[config.mk]
export PLATFORM = sky130hd
export DESIGN_NAME = uart_receiver
export DESIGN_NICKNAME = d
export VERILOG_FILES = /design/src/rtl/uart_receiver.sv
export SDC_FILE = /design/constraint.sdc
export NUM_CORES = 1
export LEC_CHECK = 0
export ABC_CLOCK_PERIOD_IN_PS = 2300
export BUFFER_PORTS_ARGS = -buffer_cell sky130_fd_sc_hd__buf_4
export CAP_MARGIN = 20
export CORE_MARGIN = 3
export CORE_UTILIZATION = 55
export DETAILED_ROUTE_END_ITERATION = 10
export PLACE_DENSITY = 0.78
export SLEW_MARGIN = 5
export SYNTH_ARGS = -nofsm -noshare
export SYNTH_HDL_FRONTEND = slang
export SYNTH_SLANG_ARGS = --single-unit
[constraint.sdc]
create_clock -name clk -period 2.3 [get_ports clk]
set_input_delay 0.46 -clock clk [delete_from_list [all_inputs] [get_ports clk]]
set_output_delay 0.46 -clock clk [all_outputs]
set_load 0.03 [all_outputs]
[src/rtl/uart_receiver.sv]
// Purpose  : 8N1 UART receiver with 16x oversampling, held valid/ack byte output, framing/overrun flags.
// Latency  : rx_valid rises 3 + (OVERSAMPLE/2 + (DATA_BITS+1)*OVERSAMPLE)*TICK_DIV + 1 clks after the start-bit edge.
// Backpress: one-byte holding register; a byte completing while rx_valid is held (no ack) is dropped and sets overrun.
//
// Ports:
//   clk       - system clock, rising edge
//   reset     - synchronous, active-low
//   rx_in     - asynchronous serial line, idle high
//   d_out     - received byte, meaningful while rx_valid=1
//   rx_valid  - byte available, held until rx_ack
//   rx_ack    - consumer accepts d_out (pulse or level)
//   rx_busy   - receiver is inside a frame (FSM not idle)
//   frame_err - sticky: last frame had a low stop bit
//   overrun   - sticky: a completed byte was dropped because rx_valid was still set
module uart_receiver #(
    parameter int CLK_FREQ   = 100_000_000,
    parameter int BAUD_RATE  = 115200,
    parameter int OVERSAMPLE = 16,
    parameter int DATA_BITS  = 8
) (
    input  logic                 clk,
    input  logic                 reset,
    input  logic                 rx_in,
    output logic [DATA_BITS-1:0] d_out,
    output logic                 rx_valid,
    input  logic                 rx_ack,
    output logic                 rx_busy,
    output logic                 frame_err,
    output logic                 overrun
);

    localparam int TICK_DIV = CLK_FREQ / (BAUD_RATE * OVERSAMPLE);
    localparam int TICK_W   = (TICK_DIV > 1) ? $clog2(TICK_DIV) : 1;
    localparam int OS_W     = $clog2(OVERSAMPLE);
    localparam int IDX_W    = (DATA_BITS > 1) ? $clog2(DATA_BITS) : 1;

    localparam logic [TICK_W-1:0] TICK_LAST = TICK_W'(TICK_DIV - 1);
    localparam logic [OS_W-1:0]   OS_LAST   = OS_W'(OVERSAMPLE - 1);
    localparam logic [OS_W-1:0]   OS_MID    = OS_W'(OVERSAMPLE / 2 - 1);
    localparam logic [IDX_W-1:0]  IDX_LAST  = IDX_W'(DATA_BITS - 1);

    typedef enum logic [1:0] {
        ST_IDLE,
        ST_START,
        ST_DATA,
        ST_STOP
    } state_t;

    state_t               state_q, state_d;
    logic [TICK_W-1:0]    tick_cnt_q, tick_cnt_d;
    logic [OS_W-1:0]      os_cnt_q, os_cnt_d;
    logic [IDX_W-1:0]     bit_idx_q, bit_idx_d;
    logic [DATA_BITS-1:0] shift_q, shift_d;
    logic [DATA_BITS-1:0] d_out_q, d_out_d;
    logic                 deliver_q, deliver_d;
    logic                 rx_valid_q, rx_valid_d;
    logic                 frame_err_q, frame_err_d;
    logic                 overrun_q, overrun_d;

    // Two-flop synchronizer plus one previous-sample flop for edge detect.
    logic rx_meta_q, rx_s_q, rx_prev_q;

    logic tick;
    assign tick = (tick_cnt_q == TICK_LAST);

    always_comb begin
        state_d     = state_q;
        tick_cnt_d  = tick_cnt_q;
        os_cnt_d    = os_cnt_q;
        bit_idx_d   = bit_idx_q;
        shift_d     = shift_q;
        d_out_d     = d_out_q;
        deliver_d   = 1'b0;
        rx_valid_d  = rx_valid_q;
        frame_err_d = frame_err_q;
        overrun_d   = overrun_q;

        if (state_q != ST_IDLE) begin
            tick_cnt_d = tick ? '0 : tick_cnt_q + 1'b1;
            if (tick) begin
                os_cnt_d = os_cnt_q + 1'b1;
            end
        end

        unique case (state_q)
            ST_IDLE: begin
                tick_cnt_d = '0;
                os_cnt_d   = '0;
                bit_idx_d  = '0;
                // Only a 1->0 transition starts a frame; a stuck-low line does not.
                if (rx_prev_q && !rx_s_q) begin
                    state_d = ST_START;
                end
            end
            ST_START: begin
                if (tick && os_cnt_q == OS_MID) begin
                    os_cnt_d = '0;
                    if (!rx_s_q) begin
                        state_d   = ST_DATA;
                        bit_idx_d = '0;
                    end else begin
                        // Start bit gone by mid-bit: treat as a glitch.
                        state_d = ST_IDLE;
                    end
                end
            end
            ST_DATA: begin
                if (tick && os_cnt_q == OS_LAST) begin
                    os_cnt_d           = '0;
                    shift_d[bit_idx_q] = rx_s_q;
                    if (bit_idx_q == IDX_LAST) begin
                        state_d = ST_STOP;
                    end else begin
                        bit_idx_d = bit_idx_q + 1'b1;
                    end
                end
            end
            ST_STOP: begin
                if (tick && os_cnt_q == OS_LAST) begin
                    os_cnt_d = '0;
                    // Returning to idle at mid stop bit lets a start bit that
                    // immediately follows the stop bit be caught.
                    state_d  = ST_IDLE;
                    if (rx_s_q) begin
                        deliver_d   = 1'b1;
                        frame_err_d = 1'b0;
                    end else begin
                        frame_err_d = 1'b1;
                    end
                end
            end
            default: begin
                state_d = ST_IDLE;
            end
        endcase

        // Delivery is resolved one cycle after the stop sample. An ack in that
        // same cycle frees the holding register, so the new byte replaces it.
        if (deliver_q) begin
            if (!rx_valid_q || rx_ack) begin
                d_out_d    = shift_q;
                rx_valid_d = 1'b1;
            end else begin
                overrun_d = 1'b1;
            end
        end else if (rx_ack && rx_valid_q) begin
            rx_valid_d = 1'b0;
            overrun_d  = 1'b0;
        end
    end

    always_ff @(posedge clk) begin
        if (!reset) begin
            state_q     <= ST_IDLE;
            tick_cnt_q  <= '0;
            os_cnt_q    <= '0;
            bit_idx_q   <= '0;
            shift_q     <= '0;
            d_out_q     <= '0;
            deliver_q   <= 1'b0;
            rx_valid_q  <= 1'b0;
            frame_err_q <= 1'b0;
            overrun_q   <= 1'b0;
            rx_meta_q   <= 1'b1;
            rx_s_q      <= 1'b1;
            rx_prev_q   <= 1'b1;
        end else begin
            state_q     <= state_d;
            tick_cnt_q  <= tick_cnt_d;
            os_cnt_q    <= os_cnt_d;
            bit_idx_q   <= bit_idx_d;
            shift_q     <= shift_d;
            d_out_q     <= d_out_d;
            deliver_q   <= deliver_d;
            rx_valid_q  <= rx_valid_d;
            frame_err_q <= frame_err_d;
            overrun_q   <= overrun_d;
            rx_meta_q   <= rx_in;
            rx_s_q      <= rx_meta_q;
            rx_prev_q   <= rx_s_q;
        end
    end

    assign d_out     = d_out_q;
    assign rx_valid  = rx_valid_q;
    assign rx_busy   = (state_q != ST_IDLE);
    assign frame_err = frame_err_q;
    assign overrun   = overrun_q;

endmodule

### Yosys cells after proc, flatten, opt, wreduce, memory -nomap -nowiden

Index checks and enable logic that the tools add are counted.

* input bits: 4
* output and inout port bits: 12
* register bits: 38

* $lt $le $gt $ge: 2
* equality and inequality tests: 16
* bitwise logic cells: 1
* add/subtract/negate cells: 3
* reduce and logical (&&, ||, !) cells: 22
* multiplexer cells: 28

Operators by type and width (count)
* 4-bit 2-to-1 mux: 4
* 2-bit != test (second input constant): 8
* 2-bit 2-to-1 mux: 6
* 3-bit 2-to-1 mux: 4
* 4-bit one-hot mux with 3 select lines: 1
* 2-bit AND reduction: 5
* 5-bit AND reduction: 2
* 3-bit one-hot mux with 3 select lines: 1
* 8-bit bitwise mux: 1
* 1-bit 2-to-1 mux: 8
* 2-bit one-hot mux with 4 select lines: 1
* 6-bit by 1-bit adder with 6-bit output (second input constant): 1
* 6-bit equality test (second input constant): 1
* 6-bit 2-to-1 mux: 1
* 1-bit logical AND: 5
* 4-bit by 1-bit adder with 4-bit output (second input constant): 1
* 2-bit equality test (second input constant): 2
* 4-bit by 3-bit equality test with 1-bit output (second input constant): 1
* 4-bit equality test (second input constant): 1
* 3-bit by 4-bit less-than comparator with 1-bit output (second input constant): 1
* 2-bit nonzero test: 2
* 2-bit OR reduction: 2
* 3-bit by 1-bit adder with 3-bit output (second input constant): 1
* 1-bit demux with 3-bit select: 1
* 10 further kinds: 11

### Logic depth before layout (Yosys ltp)

Gate-level depths: netlist of run 1.

* depth in word-level cells: 5
* depth in mapped cells: 7
* mapped depth without buffers: 6

### Least setup slack after synthesis of run 1

No wires, ideal clock.

* path kind: reg-to-reg
* start: register tick_cnt_q[0]
* end: register shift_q[0]
* setup time: 0.070 ns
* buffers on the path: 1
* data arrival time: 1.636 ns
* data required time: 2.230 ns
* period minus slack after synthesis: 1.706 ns
* slack: 0.594 ns
* stages on the path, launching flop included: 7
* cells stage by stage: dfxtp_1 ha_1 nand3b_4 or3_4 buf_6 or3_1 a21boi_1

* cells in the longest elaborated chain, start to end: 3

RTL lines
* start: declaration: RTL line 50 `logic [TICK_W-1:0] tick_cnt_q, tick_cnt_d;`
* start signal: assignment: RTL line 169 `tick_cnt_q <= tick_cnt_d;`
* 6-bit equality test: RTL line 64 `assign tick = (tick_cnt_q == TICK_LAST);`
* 1-bit logical AND: RTL line 108 `if (tick && os_cnt_q == OS_LAST) begin`
* 2-bit AND reduction (no line)
* end signal: assignment: RTL line 172 `shift_q <= shift_d;`
* end: declaration: RTL line 53 `logic [DATA_BITS-1:0] shift_q, shift_d;`

No other way between the ends.
A chain may end at the register's enable or synchronous reset.

### Worst setup path in the final report of run 1

* start: register tick_cnt_q[0]
* end: register bit_idx_q[0]

* cells in the longest elaborated chain, start to end: 4
* elaborated cells on any way between the ends: 6
* classes of those cells: eq/ne: 3; reduce/logical: 3

RTL lines
* 6-bit equality test (*): RTL line 64
* 1-bit logical AND (on tied branches): RTL line 108, 96
* 2-bit != test (no line)
* 5-bit AND reduction (no line) (*)
* end signal: assignment: RTL line 171 `bit_idx_q <= bit_idx_d;`
* end: declaration: RTL line 52 `logic [IDX_W-1:0] bit_idx_q, bit_idx_d;`

Every way passes the cells marked *; elsewhere a longest branch is shown, timed or not.

==> summary.txt, run 1 <==
cell area after layout = 0.00193 mm2
global placer's final weighted congestion = 0.881
ys flop type = dfxtp_1
Initial Util = 0.607
mapped cell area = 0.00176 mm2
drt initial violations = 64
worst vdd ir = 0.000398 V
Final Cycle Share = 0.899
final setup fails = 0
GRT overflow = 0
Post-synth EDFFs = 0
max_cap viols = 0
Reg clk slew, reported paths = 110 ps
CTS tree = built
Synth Register Bits = 38
Fmax = 484 MHz
TritonCTS Sinks = 38
dpl hpwl = 2450 um
Hold Crit Depth = 2
Post-CTS Setup Inserts = 0
cell family with most CP delay = simple AND/OR/NAND/NOR gates
r2r setup slk = 230 ps
first-pass GRT wire length = 6000 um
remaining antenna violation count = 0
register area share after synthesis = 0.432
Die W = 62.6 um
pwr dens = 547 mW/mm2
total vias in the final route = 1432
top-area cell type share of the netlist area = 0.432
status = finished clean
yosys warns = 0
die extent in y = 62.6 um
Syn Area/Cell = 9.21 um2
Synth area leaders = dfxtp_1 (43%), mux2i_1 (6.8%), nor2b_1 (5.3%)
clk_lat worst skew = 340 ps
r2r endpoint = bit_idx_q[0]$_SDFFE_PN0P_
final total power = 1.06 mW
Worst Path Arrival = 2360 ps
drt via density = 5.84
layout cell share with drive strength beyond 1 = 0.128
HP Class = primary input to flop
Syn Inst Count = 191
H-tree depth = 2
area leader, netlist = dfxtp_1
largest net degree at the start of global routing = 29
IO Count = 16
critical path buffer and inverter count = 0
leak pwr = 0.761 nW
Reg2Reg Depth = 5
row count = 19
core area = 0.00290 mm2
cts hold-fix bufs = 0
Port Buf Inserts = 15
initial antenna violation count = 0
dpl ws = 244 ps
DR DRC count = 0
Max stage delay on crit path = 480 ps
layout net count = 211
Pre-Repair DR Iteration Count = 4
Levels on crit path = 5
Crit Path Max Fanout = 13
final non-filler cell total = 245
gr usage total = 0.192
Final Hold Viols = 0
worst setup path start = tick_cnt_q[0]$_SDFFE_PP0N_
vias in the first global route = 1334
Max stage delay cell, worst path = or3_4
final core occ = 0.667
Critical Path RT = 2600 ps
die area = 0.00391 mm2
Placed Instance Area = 0.00187 mm2
Synth cell types = 41
syn nets = 200
crit path to = bit_idx_q[0]$_SDFFE_PN0P_
critical path, cell by cell = ha_1 -> nand3b_4 -> or3_4 -> nor4_1 -> mux2_2
Slew headroom = 0.630
Layout Skew = 6.56 ps
RSZ-0062 raised after global routing = false
routed len/inst = 14.2 um
Num CTS Buffers = 5
CTS root buffer = clkbuf_4
placed insts = 237
fin. max-slew vios = 0
P&R area growth vs syn = 9.96%
Max clock buf depth = 2
Worst-Margin Slew = 551 ps
Ant. Diodes = 0
Reg-to-Reg Start = tick_cnt_q[0]$_SDFFE_PP0N_
fraction of registers with async set/reset = 0
crit path capture type = flop
Synth top cells by count = dfxtp_1 (38), nor2b_1 (15), nor2_1 (14)
post-cts repair resize count = 0
CP startpoint kind = flop
most frequent cell after synthesis = dfxtp_1
Tmin final = 2070 ps
post-route setup TNS = 0 ps
setup slack after layout = 233 ps
WS Path Type = flop to flop
Fin Hold WS = 296 ps
final wirelength = 3490 um
logic make-up (layout without fill, tap and decap cells):
| logic type | after synthesis | count (layout) | share of synthesized area |
|---|---|---|---|
| simple gates | 87 | 87 | 0.286 |
| flops | 38 | 38 | 0.432 |
| compound gates | 28 | 28 | 0.107 |
| buf+inv | 14 | 26 | 0.0348 |
| mux | 13 | 13 | 0.0747 |
| xor+xnor | 6 | 6 | 0.0299 |
| fa+ha+maj | 5 | 5 | 0.0356 |
per-layer routing:
| metal | wire length [um] | share of wire | vias to the layer above | track usage |
|---|---|---|---|---|
| met5 | 0 | 0 | - | 0 |
| met2 | 1720 | 0.49 | 36 | 0.316 |
| li1 | - | - | 705 | - |
| met4 | 67 | 0.019 | 0 | 0.0909 |
| met1 | 1590 | 0.45 | 685 | 0.224 |
| met3 | 117 | 0.034 | 6 | 0.0647 |
flip-flops by register name, summed over array words and instances (netlist names), 3 cells and up, named ones only:
register,flops
d_out,8
bit_idx_q,3
os_cnt_q,4
tick_cnt_q,6
shift_q,8
worst min-delay path by stage:
stage / startpoint / to / slack, ps
floorplan: rx_meta_q$_SDFF_PN1_ / rx_s_q$_SDFF_PN1_ / 390
global placement: rx_meta_q$_SDFF_PN1_ / rx_s_q$_SDFF_PN1_ / 400
detailed placement: rx_meta_q$_SDFF_PN1_ / rx_s_q$_SDFF_PN1_ / 430
CTS: rx_in / rx_meta_q$_SDFF_PN1_ / 280
global route: rx_in / rx_meta_q$_SDFF_PN1_ / 290
finish: rx_in / rx_meta_q$_SDFF_PN1_ / 300
cells in the final DEF, fill, tap and decap left out, types with 3 or more instances in the layout:
cell and instances:
a21boi_1 4, xnor2_1 4, clkbuf_4 5, nor3_1 7
nor4_1 4, a21oi_1 3, buf_4 15, nand3_1 5
or3_1 6, o21ai_0 8, dfxtp_1 38, nand4_1 6
o211ai_1 3, inv_1 3, nand2b_1 5, mux2i_1 12
nor2b_1 15, nand2_1 12, ha_1 5, nor2_1 14
area by class of cell:
class                   instances  area [um2]
fillers                       249         966
multi-input cells             139         937
well taps                      42        52.6
flip-flops and latches         38         761
inverters                       3        11.3
repair buffers                 15         113
clock buffers                   7        55.1
clock inverters                 1        5.00
power breakdown:
group	switching, mW	internal, mW	leakage (nW)
Sequential	0.00628	0.661	0.307
Combinational	0.0178	0.0155	0.419
Clock	0.209	0.148	0.0353
Total	0.234	0.825	0.761
(Power assumes the default switching activity.)
==> run 2, diff against run 1 <==
Settings changed: RECOVER_POWER set to 25.
==> summary.txt, run 2 (synthesis gave the netlist of run 1 again) <==
Final Cycle Share = 0.899 (about the same)
clk_lat worst skew = 340 ps (about the same)
final core occ = 0.657 (-0.0104)
Reg clk slew, reported paths = 110 ps (about the same)
DR DRC count = 0 (unchanged)
Crit Path Max Fanout = 13 (unchanged)
placed insts = 237 (unchanged)
IO Count = 16 (unchanged)
cell area after layout = 0.00190 mm2 (-1.6%)
drt initial violations = 64 (unchanged)
layout net count = 211 (unchanged)
pwr dens = 555 mW/mm2 (+1.5%)
critical path buffer and inverter count = 0 (unchanged)
area occupied by multi-input gates = 937 um2 (unchanged)
sequential share of power = 0.631 (about the same)
total vias in the final route = 1408 (-1.7%)
Port Buf Inserts = 15 (unchanged)
register area = 761 um2 (unchanged)
critical path, cell by cell = ha_1 -> nand3b_4 -> or3_4 -> nor4_1 -> mux2_2
worst vdd ir = 0.000396 V (-0.64%)
final non-filler cell total = 245 (unchanged)
Worst Path Arrival = 2360 ps (about the same)
Slew headroom = 0.339 (-0.291)
leak pwr = 0.727 nW (-4.4%)
Max clock buf depth = 2 (unchanged)
WS Path Type = flop to flop
commonest non-fill, non-tap cell in the layout = dfxtp_1
worst min-delay path startpoint = rx_in
Max stage delay cell, worst path = or3_4
Worst-Margin Slew = 992 ps (+441 ps)
RSZ-0062 raised after global routing = false
crit path capture type = flop
final wirelength = 3470 um (-0.49%)
Comb pwr share = 0.031 (about the same)
GRT overflow = 0 (unchanged)
Clk network pwr share = 0.338 (about the same)
commonest cells after routing, fill and taps aside = dfxtp_1 (38), nor2b_1 (15), nor2_1 (14)
first-pass GRT wire length = 6000 um (unchanged)
remaining antenna violation count = 0 (unchanged)
die area = 0.00391 mm2 (unchanged)
Reg-to-Reg Start = tick_cnt_q[0]$_SDFFE_PP0N_
routed len/inst = 14.2 um (-0.49%)
initial antenna violation count = 0 (unchanged)
dpl hpwl = 2450 um (unchanged)
Initial Util = 0.607 (unchanged)
Pre-Repair DR Iteration Count = 4 (unchanged)
HP Class = primary input to flop
Max stage delay on crit path = 480 ps (about the same)
CTS root buffer = clkbuf_4
Sw Pwr = 233 uW (-0.29%)
max_cap viols = 0 (unchanged)
layout cell share with drive strength beyond 1 = 0.0887 (-0.0394)
Critical Path RT = 2600 ps (about the same)
Fill cells = 264 (+6.0%)
Sw Ratio = 0.220 (-0.000399)
cts hold-fix bufs = 0 (unchanged)
core area = 0.00290 mm2 (unchanged)
Pint = 824 uW (about the same)
Die W = 62.6 um (unchanged)
Num CTS Buffers = 5 (unchanged)
TritonCTS Sinks = 38 (unchanged)
global placer's final weighted congestion = 0.881 (unchanged)
row count = 19 (unchanged)
Placed Instance Area = 0.00187 mm2 (unchanged)
cell family with most CP delay = simple AND/OR/NAND/NOR gates
Ant. Diodes = 0 (unchanged)
Fin Hold WS = 297 ps (+0.970 ps)
post-route setup TNS = 0 ps (unchanged)
gr usage total = 0.192 (unchanged)
CTS tree = built
Post-CTS Setup Inserts = 0 (unchanged)
worst setup path start = tick_cnt_q[0]$_SDFFE_PP0N_
CP startpoint kind = flop
status = finished clean
drt via density = 5.75 (-1.7%)
H-tree depth = 2 (unchanged)
P&R area growth vs syn = 8.25%
die extent in y = 62.6 um (unchanged)
Fmax = 483 MHz (about the same)
largest net degree at the start of global routing = 29 (unchanged)
Final Hold Viols = 0 (unchanged)
post-cts repair resize count = 0 (unchanged)
Layout Skew = 7.24 ps (+0.676 ps)
fin. max-slew vios = 0 (unchanged)
final setup fails = 0 (unchanged)
vias in the first global route = 1334 (unchanged)
Tmin final = 2070 ps (+1.25 ps)
[run 2: changes by cell type in the layout (fill, tap and decap cells not counted), sizes merged]
cell	delta
buf	-8
clkbuf	+8
[run 2: cell type report]
| class | count | share of cell area |
|---|---|---|
| sequential | 38 | 0.399 |
| clock inverter | 1 | 0.00263 |
| inverter | 3 | 0.00591 |
| multi-input combinational | 139 | 0.492 |
| timing repair buffer | 15 | 0.0434 |
| tap | 42 | 0.0276 |
| clock buffer | 7 | 0.0289 |
[run 2: worst paths after layout]
kind | endpoint | slack (ps) | cells after the start
max | bit_idx_q[0]$_SDFFE_PN0P_ | 230 | 5
min | rx_meta_q$_SDFF_PN1_ | 300 | 2
max reg2reg | bit_idx_q[0]$_SDFFE_PN0P_ | 230 | 5
min reg2reg | rx_s_q$_SDFF_PN1_ | 450 | 1
[run 2: worst register-to-register path, cell delays in order, from the launching register on]
cell      delay (ps)
dfxtp_1          400
ha_1             260
nand3b_4         170
or3_4            480
nor4_1           460
mux2_2           250
[run 2: metrics by stage]
step	power, mW	setup slack [ps]
floorplan	0.705	594
global placement	0.714	404
detailed placement	0.716	244
CTS	1.07	222
global route	1.11	87.5
finish	1.06	232
[run 2: power by group through the flow]
| stage | Sequential [mW] | Clock (mW) | Combinational [mW] |
|---|---|---|---|
| detailed placement | 0.682 | 0 | 0.0335 |
| global route | 0.669 | 0.409 | 0.0364 |
| global placement | 0.682 | 0 | 0.0321 |
| CTS | 0.667 | 0.371 | 0.0336 |
| floorplan | 0.679 | 0 | 0.0257 |
| finish | 0.667 | 0.357 | 0.0329 |
[run 2: routing by layer]
metal / share of wire / GRT usage / vias to the layer above
met3: 0.033 / 0.0647 / 6
met2: 0.49 / 0.316 / 28
met4: 0.019 / 0.0909 / 0
met1: 0.46 / 0.224 / 671
met5: 0 / 0 / -
li1: - / - / 703
